### config.mk
export PLATFORM = sky130hd
export DESIGN_NAME = instr_encoder
export DESIGN_NICKNAME = d
export VERILOG_FILES = /design/src/rtl/riscv_pkg.sv /design/src/rtl/instr_fmt_pack.sv /design/src/rtl/instr_encoder.sv
export SDC_FILE = /design/constraint.sdc
export NUM_CORES = 1
export LEC_CHECK = 0
export ABC_AREA = 1
export ABC_CLOCK_PERIOD_IN_PS = 10700
export CAP_MARGIN = 15
export CORE_MARGIN = 1.5
export CORE_UTILIZATION = 49
export DETAILED_ROUTE_END_ITERATION = 12
export PLACE_DENSITY = 0.8
export SLEW_MARGIN = 20
export SYNTH_ARGS = -nofsm -noshare
export SYNTH_HDL_FRONTEND = slang
export SYNTH_SLANG_ARGS = --single-unit
export TNS_END_PERCENT = 1
### constraint.sdc
create_clock -name clk -period 10.7 [get_ports clk]
set_clock_uncertainty 0.1 [all_clocks]
set_input_delay 1.07 -clock clk [delete_from_list [all_inputs] [get_ports clk]]
set_output_delay 1.07 -clock clk [all_outputs]
set_load 0.02 [all_outputs]
### src/rtl/riscv_pkg.sv
// Shared RV32I encoder types: instruction formats, opcode constants and loader FSM states.
package riscv_pkg;

  typedef enum logic [2:0] {
    FMT_R = 3'd0,
    FMT_I = 3'd1,
    FMT_S = 3'd2,
    FMT_B = 3'd3,
    FMT_U = 3'd4,
    FMT_J = 3'd5
  } instr_fmt_t;

  localparam logic [6:0] OP_R    = 7'b0110011;
  localparam logic [6:0] OP_I    = 7'b0010011;
  localparam logic [6:0] OP_LOAD = 7'b0000011;
  localparam logic [6:0] OP_S    = 7'b0100011;
  localparam logic [6:0] OP_B    = 7'b1100011;
  localparam logic [6:0] OP_JAL  = 7'b1101111;
  localparam logic [6:0] OP_LUI  = 7'b0110111;

  typedef enum logic [1:0] {
    IDLE = 2'd0,
    LOAD = 2'd1,
    FULL = 2'd2
  } enc_state_t;

endpackage

### src/rtl/instr_fmt_pack.sv
// Combinational RV32I field-to-word packer with legality flag.
// With INSTR_ENCODER_IMM_CHECK_EN defined, immediates that do not fit their format are also flagged illegal.
module instr_fmt_pack
  import riscv_pkg::*;
(
  input  logic [2:0]  fmt,
  input  logic [6:0]  op,
  input  logic [2:0]  funct3,
  input  logic        funct7b5,
  input  logic [4:0]  rd,
  input  logic [4:0]  rs1,
  input  logic [4:0]  rs2,
  input  logic [31:0] imm,
  output logic [31:0] instr,
  output logic        legal
);

  logic fmt_ok_s;
  logic range_ok_s;

  // Format-dependent bit packing; unknown formats produce no word.
  always_comb begin
    instr    = 32'h0000_0000;
    fmt_ok_s = 1'b1;
    case (fmt)
      FMT_R:   instr = {1'b0, funct7b5, 5'b00000, rs2, rs1, funct3, rd, op};
      FMT_I:   instr = {imm[11:0], rs1, funct3, rd, op};
      FMT_S:   instr = {imm[11:5], rs2, rs1, funct3, imm[4:0], op};
      FMT_B:   instr = {imm[12], imm[10:5], rs2, rs1, funct3, imm[4:1], imm[11], op};
      FMT_U:   instr = {imm[31:12], rd, op};
      FMT_J:   instr = {imm[20], imm[10:1], imm[11], imm[19:12], rd, op};
      default: fmt_ok_s = 1'b0;
    endcase
  end

`ifdef INSTR_ENCODER_IMM_CHECK_EN
  // True when v is representable as a signed value of the given bit width.
  function automatic logic fits_signed(input logic [31:0] v, input int unsigned bits);
    logic signed [31:0] hi;
    hi = $signed(v) >>> (bits - 32'd1);
    return (hi == 32'sd0) || (hi == -32'sd1);
  endfunction

  // Immediate range check per format.
  always_comb begin
    range_ok_s = 1'b1;
    case (fmt)
      FMT_I, FMT_S: range_ok_s = fits_signed(imm, 32'd12);
      FMT_B:        range_ok_s = fits_signed(imm, 32'd13) & ~imm[0];
      FMT_J:        range_ok_s = fits_signed(imm, 32'd21) & ~imm[0];
      FMT_U:        range_ok_s = (imm[11:0] == 12'h000);
      default:      range_ok_s = 1'b1;
    endcase
  end
`else
  assign range_ok_s = 1'b1;
`endif

  assign legal = fmt_ok_s & range_ok_s;

endmodule

### src/rtl/instr_encoder.sv
// RV32I instruction encoder / program loader: FSM, word counter, address generator, output register.
// Optional immediate range checking under INSTR_ENCODER_IMM_CHECK_EN (see instr_fmt_pack).
module instr_encoder
  import riscv_pkg::*;
#(
  parameter int unsigned    DEPTH     = 64,
  parameter int unsigned    AW        = 32,
  parameter logic [AW-1:0]  BASE_ADDR = '0
) (
  input  logic          clk,
  input  logic          reset,
  input  logic          start,
  input  logic          clear,
  input  logic          in_valid,
  output logic          in_ready,
  input  logic [2:0]    in_fmt,
  input  logic [6:0]    in_op,
  input  logic [2:0]    in_funct3,
  input  logic          in_funct7b5,
  input  logic [4:0]    in_rd,
  input  logic [4:0]    in_rs1,
  input  logic [4:0]    in_rs2,
  input  logic [31:0]   in_imm,
  output logic          out_valid,
  input  logic          out_ready,
  output logic [AW-1:0] out_addr,
  output logic [31:0]   out_instr,
  output logic [15:0]   count,
  output logic          done,
  output logic          err
);

  // 17 bits so DEPTH = 65536 is reachable.
  localparam logic [16:0] DEPTH_C = 17'(DEPTH);

  enc_state_t    state_r, next_state_s;
  logic [16:0]   count_r;
  logic [AW-1:0] next_addr_r;
  logic [AW-1:0] out_addr_r;
  logic [31:0]   out_instr_r;
  logic          out_valid_r;
  logic          err_r;
  logic          accept_s;
  logic          legal_s;
  logic [31:0]   word_s;

  instr_fmt_pack u_pack (
    .fmt      (in_fmt),
    .op       (in_op),
    .funct3   (in_funct3),
    .funct7b5 (in_funct7b5),
    .rd       (in_rd),
    .rs1      (in_rs1),
    .rs2      (in_rs2),
    .imm      (in_imm),
    .instr    (word_s),
    .legal    (legal_s)
  );

  assign in_ready = (state_r == LOAD) && (count_r < DEPTH_C) && (!out_valid_r || out_ready);
  assign accept_s = in_valid & in_ready;

  // Next-state logic; clear overrides everything.
  always_comb begin
    next_state_s = state_r;
    if (clear) begin
      next_state_s = IDLE;
    end else begin
      case (state_r)
        IDLE:    next_state_s = start ? LOAD : IDLE;
        LOAD: begin
          if (accept_s && legal_s && ((count_r + 17'd1) == DEPTH_C)) next_state_s = FULL;
          else next_state_s = LOAD;
        end
        FULL:    next_state_s = FULL;
        default: next_state_s = IDLE;
      endcase
    end
  end

  // State register.
  always_ff @(posedge clk or posedge reset) begin
    if (reset) state_r <= IDLE;
    else       state_r <= next_state_s;
  end

  // Output stage, counter, address generator and sticky error.
  always_ff @(posedge clk or posedge reset) begin
    if (reset) begin
      out_valid_r <= 1'b0;
      out_addr_r  <= BASE_ADDR;
      out_instr_r <= 32'h0000_0000;
      next_addr_r <= BASE_ADDR;
      count_r     <= 17'd0;
      err_r       <= 1'b0;
    end else if (clear) begin
      out_valid_r <= 1'b0;
      out_addr_r  <= BASE_ADDR;
      out_instr_r <= 32'h0000_0000;
      next_addr_r <= BASE_ADDR;
      count_r     <= 17'd0;
      err_r       <= 1'b0;
    end else begin
      if (out_valid_r && out_ready) out_valid_r <= 1'b0;
      if (accept_s) begin
        if (legal_s) begin
          out_valid_r <= 1'b1;
          out_instr_r <= word_s;
          out_addr_r  <= next_addr_r;
          next_addr_r <= next_addr_r + AW'(32'd4);
          count_r     <= count_r + 17'd1;
        end else begin
          err_r <= 1'b1;
        end
      end
    end
  end

  assign out_valid = out_valid_r;
  assign out_addr  = out_addr_r;
  assign out_instr = out_instr_r;
  assign count     = count_r[15:0];
  assign err       = err_r;
  assign done      = (state_r == FULL) && !out_valid_r;

endmodule

# ---- Word-level counts from Yosys, hierarchy flattened
# Index checks and enable logic that the tools add are counted.
dict set report word_totals {
  ff_bits 117
  latch_bits 0
  ramBits 0
  rom_bits 0
  in_bits 67
  memories 0
}
dict set report op_classes {
  addsub 2
  n_mul 0
  div_mod_pow 0
  order_cmp 1
  n_eq_ne 9
  n_shift 0
  mux 25
  bitwise 1
  reduce_logical 15
}
# op n
set ops {}
lappend ops {{$mux W32} 9}
lappend ops {{$pmux W32 S6} 1}
lappend ops {{$mux W17} 3}
lappend ops {{$add A32 B3 Y32 const B} 1}
lappend ops {{$add A17 B1 Y17 const B} 1}
lappend ops {{$eq A17 B7 Y1 const B} 1}
lappend ops {{$lt A17 B7 Y1 const B} 1}
lappend ops {{$mux W1} 9}
lappend ops {{$eq A3 B2 Y1 const B} 2}
lappend ops {{$eq A3 B3 Y1 const B} 2}
lappend ops {{$logic_and A1 B1 Y1} 6}
lappend ops {{$pmux W2 S3} 1}
lappend ops {{$reduce_or A6 Y1} 1}
lappend ops {{$mux W2} 2}
lappend ops {{$reduce_and A2 Y1} 2}
lappend ops {{$reduce_bool A2 Y1} 2}
lappend ops {{$eq A3 B1 Y1 const B} 1}
lappend ops {{$logic_not A3 Y1} 1}
lappend ops {{$eq A2 B1 Y1 const B} 1}
lappend ops {{$eq A2 B2 Y1 const B} 1}
lappend ops {{$logic_not A2 Y1} 1}
lappend ops {{$ne A2 B2 Y1 const B} 1}
lappend ops {{$and A1 B1 Y1} 1}
lappend ops {{$logic_not A1 Y1} 1}
lappend ops {{$logic_or A1 B1 Y1} 1}

# ---- Longest topological paths before layout
dict set report depth {
  depth_word 9
  ltp_mapped 11
}

# ---- Cells and area by module
# From an unflattened synthesis, not the netlist that was laid out.
dict set report unflattened {
  hier_cells 825
  hier_area_um2 6078.3
}
# module instances cells_per_inst area_each_um2 seq_area_each_um2
set modules_own_cells {}
lappend modules_own_cells {instr_encoder 1 703 5516.5 2852.7}
lappend modules_own_cells {instr_fmt_pack 1 122 561.8 0.0}

# ---- Least setup slack after synthesis
# No wires, ideal clock.
dict set report synth_path {
  kind {input port to output port}
  from {in out_ready}
  to {out in_ready}
  arrival_time_ns 1.579
  required_ns 9.530
  slack_ns 7.951
  path_stages 6
  n_path_buf 0
  cell_sequence {inv_1 > nand2_1 > nand2_1 > nor2_2 > nand2_1 > inv_1}
}
dict set report synth_between {
  elab_chain_len 2
}
# item line_no
set synth_lines {}
lappend synth_lines {{start, declared} instr_encoder.sv:25} ;# input logic out_ready,
lappend synth_lines {{$logic_or A1 B1 Y1} instr_encoder.sv:60} ;# assign in_ready = (state_r == LOAD) && (count_r < DEPTH_C) && (!out_valid_r || out_ready);
lappend synth_lines {{$logic_and A1 B1 Y1} instr_encoder.sv:60}
lappend synth_lines {{end, declared} instr_encoder.sv:15} ;# output logic in_ready,
# No other way between the ends.

# ---- Worst setup path in the final report
dict set report layout_path {
  from {in clear}
  to {reg count_r[1]}
}
dict set report layout_between {
  elab_chain_len 2
  elab_cells_between_ends 4
}
# item line_no
set layout_lines {}
lappend layout_lines {{start, declared} instr_encoder.sv:13} ;# input logic clear,
lappend layout_lines {{$reduce_bool A2 Y1 (no source line)} --}
lappend layout_lines {{$reduce_and A2 Y1 (no source line)} --}
lappend layout_lines {{end signal, assigned} instr_encoder.sv:111} ;# count_r <= count_r + 17'd1;
lappend layout_lines {{end, declared} instr_encoder.sv:37} ;# logic [16:0] count_r;
# Several ways; a longest one is shown, not always the timed one.
# A chain may end at the register's enable or synchronous reset.

==> impl_metrics.csv <==
group,metric,value,unit
die,die_width,112,um
routing,antenna_violating_nets_post_route,0,
logic_synthesis,synthDominantAreaCellType,"dfrtp_1",
clock_network,post_cts_buffers,0,
critical_path,timing.critical_path.from_type,"input pin",
routing,wl_per_cell,16.2,um
logic_synthesis,ys_seq_area_frac,0.493,
critical_path,worst_ep_arrival_time,4750,ps
timing,final.min_clock_period,4560,ps
die,chipHeight,112,um
place,pre_cts_ws,5820,ps
final_layout,final_core_util,0.678,
timing,finalSetupViolCount,0,
die,core_area,0.0115,mm^2
routing,first_iter_violations,439,
final_layout,syn_to_final_growth,34.5,%
logic_synthesis,synthCells,719,
clock_network,cts.clk_slew.worst_paths,50,ps
run_status,status,"completed",
final_layout,layoutNonFillerInstCount,1002,
place,hpwlAfterDp,11500,um
final_layout,regArea,0.00285,mm^2
grt,grt_usage,0.265,
final_layout,nFillCells,920,
grt,grt_antenna_before_repair,0,
critical_path,worst_ep_required_time,10890,ps
final_layout,multi_input_comb_area,0.00231,mm^2
final_layout,design.final.nets,918,
pwr,cellPowerDensity,139,mW/mm^2
place,finalWeightedCongestion,0.956,
logic_synthesis,yosysWarnings,0,
die,die_area,0.0125,mm^2
logic_synthesis,synthTopCellsByArea,"dfrtp_1 (49%), nand2_1 (12%), inv_1 (5.2%), nor2_1 (4.0%), o21ai_1 (3.8%)",
grt,global_route.overflow_total,0,
critical_path,worst-path-max-fanout,43,
logic_synthesis,syn_area,0.00579,mm^2
die,std_cell_rows,39,
routing,routed_wirelength,16200,um
clock_network,cts_buf_count,17,
pwr,vdd_ir_drop_max,100,uV
timing,postLayoutSetupSlackWorst,6140,ps
critical_path,max_stage_delay,940,ps
timing,final_max_slew_viol_count,0,
clock_network,post_cts.resized_instances,0,
timing,fmax,0.219,GHz
clock_network,cts_buffer_depth,2,
timing,timing.slew.headroom,0.442,
clock_network,insertion_delay_of_the_later_clocked_pin_in_the_worst_skew_pair,410,ps
critical_path,criticalPathCategory,"input pin to flip-flop",
clock_network,numClockSinks,114,
timing,worst-slew-pin-transition,834,ps
timing,final.setup.tns,0,ps
timing,final.period_utilization,0.426,
timing,rsz0062_at_grt,"false",
worst_hold_path,worst_hold_path_type,"flip-flop to flip-flop",
logic_synthesis,synth_top_area_frac,0.493,
clock_network,cts-hold-fix-buffers,0,
logic_synthesis,synth_seq_cells,114,
clock_network,tritoncts,"yes",
grt,vias_in_the_first_global_route,5615,
die,initial_utilization,0.505,
routing,route.vias.total,5557,
logic_synthesis,synthesis.area_per_instance,8.05,um^2
routing,drt-vias-per-instance,5.55,
logic_synthesis,yosys.cell_types.count,34,
clock_network,cts_root_buf,"clkbuf_16",
final_layout,post_route_cells_drive_above_1_share,0.0466,
timing,holdWs,380,ps
run,cap_violations,0,
die,io-pin-count,151,
routing,drc,0,
place,dp_cells,972,
timing,hold_viol,0,
grt,grt_first_pass_wirelength,26600,um
clock_network,cts_htree_levels,4,
place,placement.io_buffers,150,
final_layout,n_antenna_cell,0,
critical_path,setup.worst_path.end_class,"flip-flop",
pwr,power.static_leakage,3.39,nW
logic_synthesis,synth_fp_nets,788,
critical_path,cp_slowest_cell,"nand2_2",
grt,grt_start_max_net_pins,80,
routing,detail_route.first_pass.iterations,5,
critical_path,timing.critical_path.cells,"clkdlybuf4s50_1, clkinv_1, nand2_2, inv_2, buf_4, a22o_1",
-- cells by family after synthesis --
logic type,count (synthesis),share of synthesized area
simple gates,342,0.255
compound gates,131,0.136
buf+inv,127,0.107
flops,114,0.493
xor+xnor,3,0.00454
fa+ha+maj,2,0.00432
-- synthesized netlist by cell type --
library cell	instances
dfrtp_1	114
ha_1	2
nor2_1	62
a41oi_1	1
inv_1	80
nand4_4	1
o2111ai_1	1
nor2_8	1
a22o_1	22
a221oi_1	3
nand4_1	22
nand2_1	185
nand3_1	39
nor3_1	25
nor3_2	1
nor3b_1	1
a21oi_1	12
clkinv_1	2
a22oi_1	8
o22ai_1	3
buf_4	20
o31ai_1	2
buf_6	7
clkbuf_1	3
inv_2	3
nor2b_1	1
and3_1	1
nor2_2	2
xor2_1	3
a31oi_1	1
o21ai_1	44
buf_2	12
o21ai_0	34
nand2_2	1
-- cell usage in the layout (no fill, tap or decap), types with 2 or more instances in the layout --
master           synthesis  layout
nand2_1                185     185
clkdlybuf4s50_1          0     150
dfrtp_1                114     114
inv_1                   80      79
nor2_1                  62      62
o21ai_1                 44      44
nand3_1                 39      39
o21ai_0                 34      34
nor3_1                  25      25
nand4_1                 22      22
a22o_1                  22      22
clkbuf_16                0      17
a21oi_1                 12      12
a22oi_1                  8       8
clkbuf_8                 0       4
clkinv_2                 0       4
inv_2                    3       3
xor2_1                   3       3
o22ai_1                  3       3
a221oi_1                 3       3
o31ai_1                  2       2
clkinv_1                 2       2
nor2_2                   2       2
ha_1                     2       2
clkbuf_1                 3       2
bufinv_16                0       2
buf_4                   20       2
-- sequential cells by signal, indices dropped and copies added (netlist names) --
| register | count |
|---|---|
| count_r | 17 |
| next_addr_r | 30 |
| out_instr | 32 |
| err | 1 |
| state_r | 2 |
| out_addr | 31 |
| out_valid | 1 |
-- stage by stage --
stage	total power [mW]	cell area [um^2]
after floorplan	0.495	5790
after global placement	0.535	7180
after detailed placement	0.537	7180
after CTS	1.09	7750
after global routing	1.11	7780
final	1.08	7780
-- power breakdown --
part           internal (mW)  total [mW]  leakage, nW  switching [mW]
clock network          0.361       0.548        0.285           0.187
registers              0.437       0.441         1.59         0.00370
logic                 0.0404      0.0915         1.52          0.0511
total                  0.839        1.08         3.39           0.242
-- worst max-delay path: cells and delay by family --
kind / cells / cell delay, ps
and+or+nand+nor: 1 / 940
AOI/OAI and AO/OA: 1 / 240
buffers and inverters: 4 / 2450
-- final timing paths --
path	start	end	depth (start not counted)	slack (ps)
setup reg to reg	count_r[6]$_DFFE_PP0P_	count_r[1]$_DFFE_PP0P_	8	7580
hold / removal	out_addr[8]$_DFFE_PP0P_	out_addr[8]$_DFFE_PP0P_	2	380
hold reg to reg	out_addr[8]$_DFFE_PP0P_	out_addr[8]$_DFFE_PP0P_	2	380
setup / recovery	clear	count_r[1]$_DFFE_PP0P_	6	6140
max in group asynchronous	reset	out_instr[17]$_DFFE_PP0P_	4	8580
min in group asynchronous	reset	out_addr[24]$_DFFE_PP0P_	2	930
-- metal layers --
metal	part of all wire	vias to the layer above	track usage
li1	-	2612	-
met1	0.41	2671	0.323
met2	0.49	237	0.441
met3	0.078	37	0.0778
met4	0.026	0	0.108
met5	0	-	0
-- final cells by class --
cell class,instances,area share
clock buffers,23,0.0627
clock inverters,6,0.0103
inverters,85,0.0413
flip-flops and latches,114,0.367
repair buffers,153,0.198
multi-input cells,478,0.297
well taps,143,0.0230
Power figures use the tool's default switching activity.
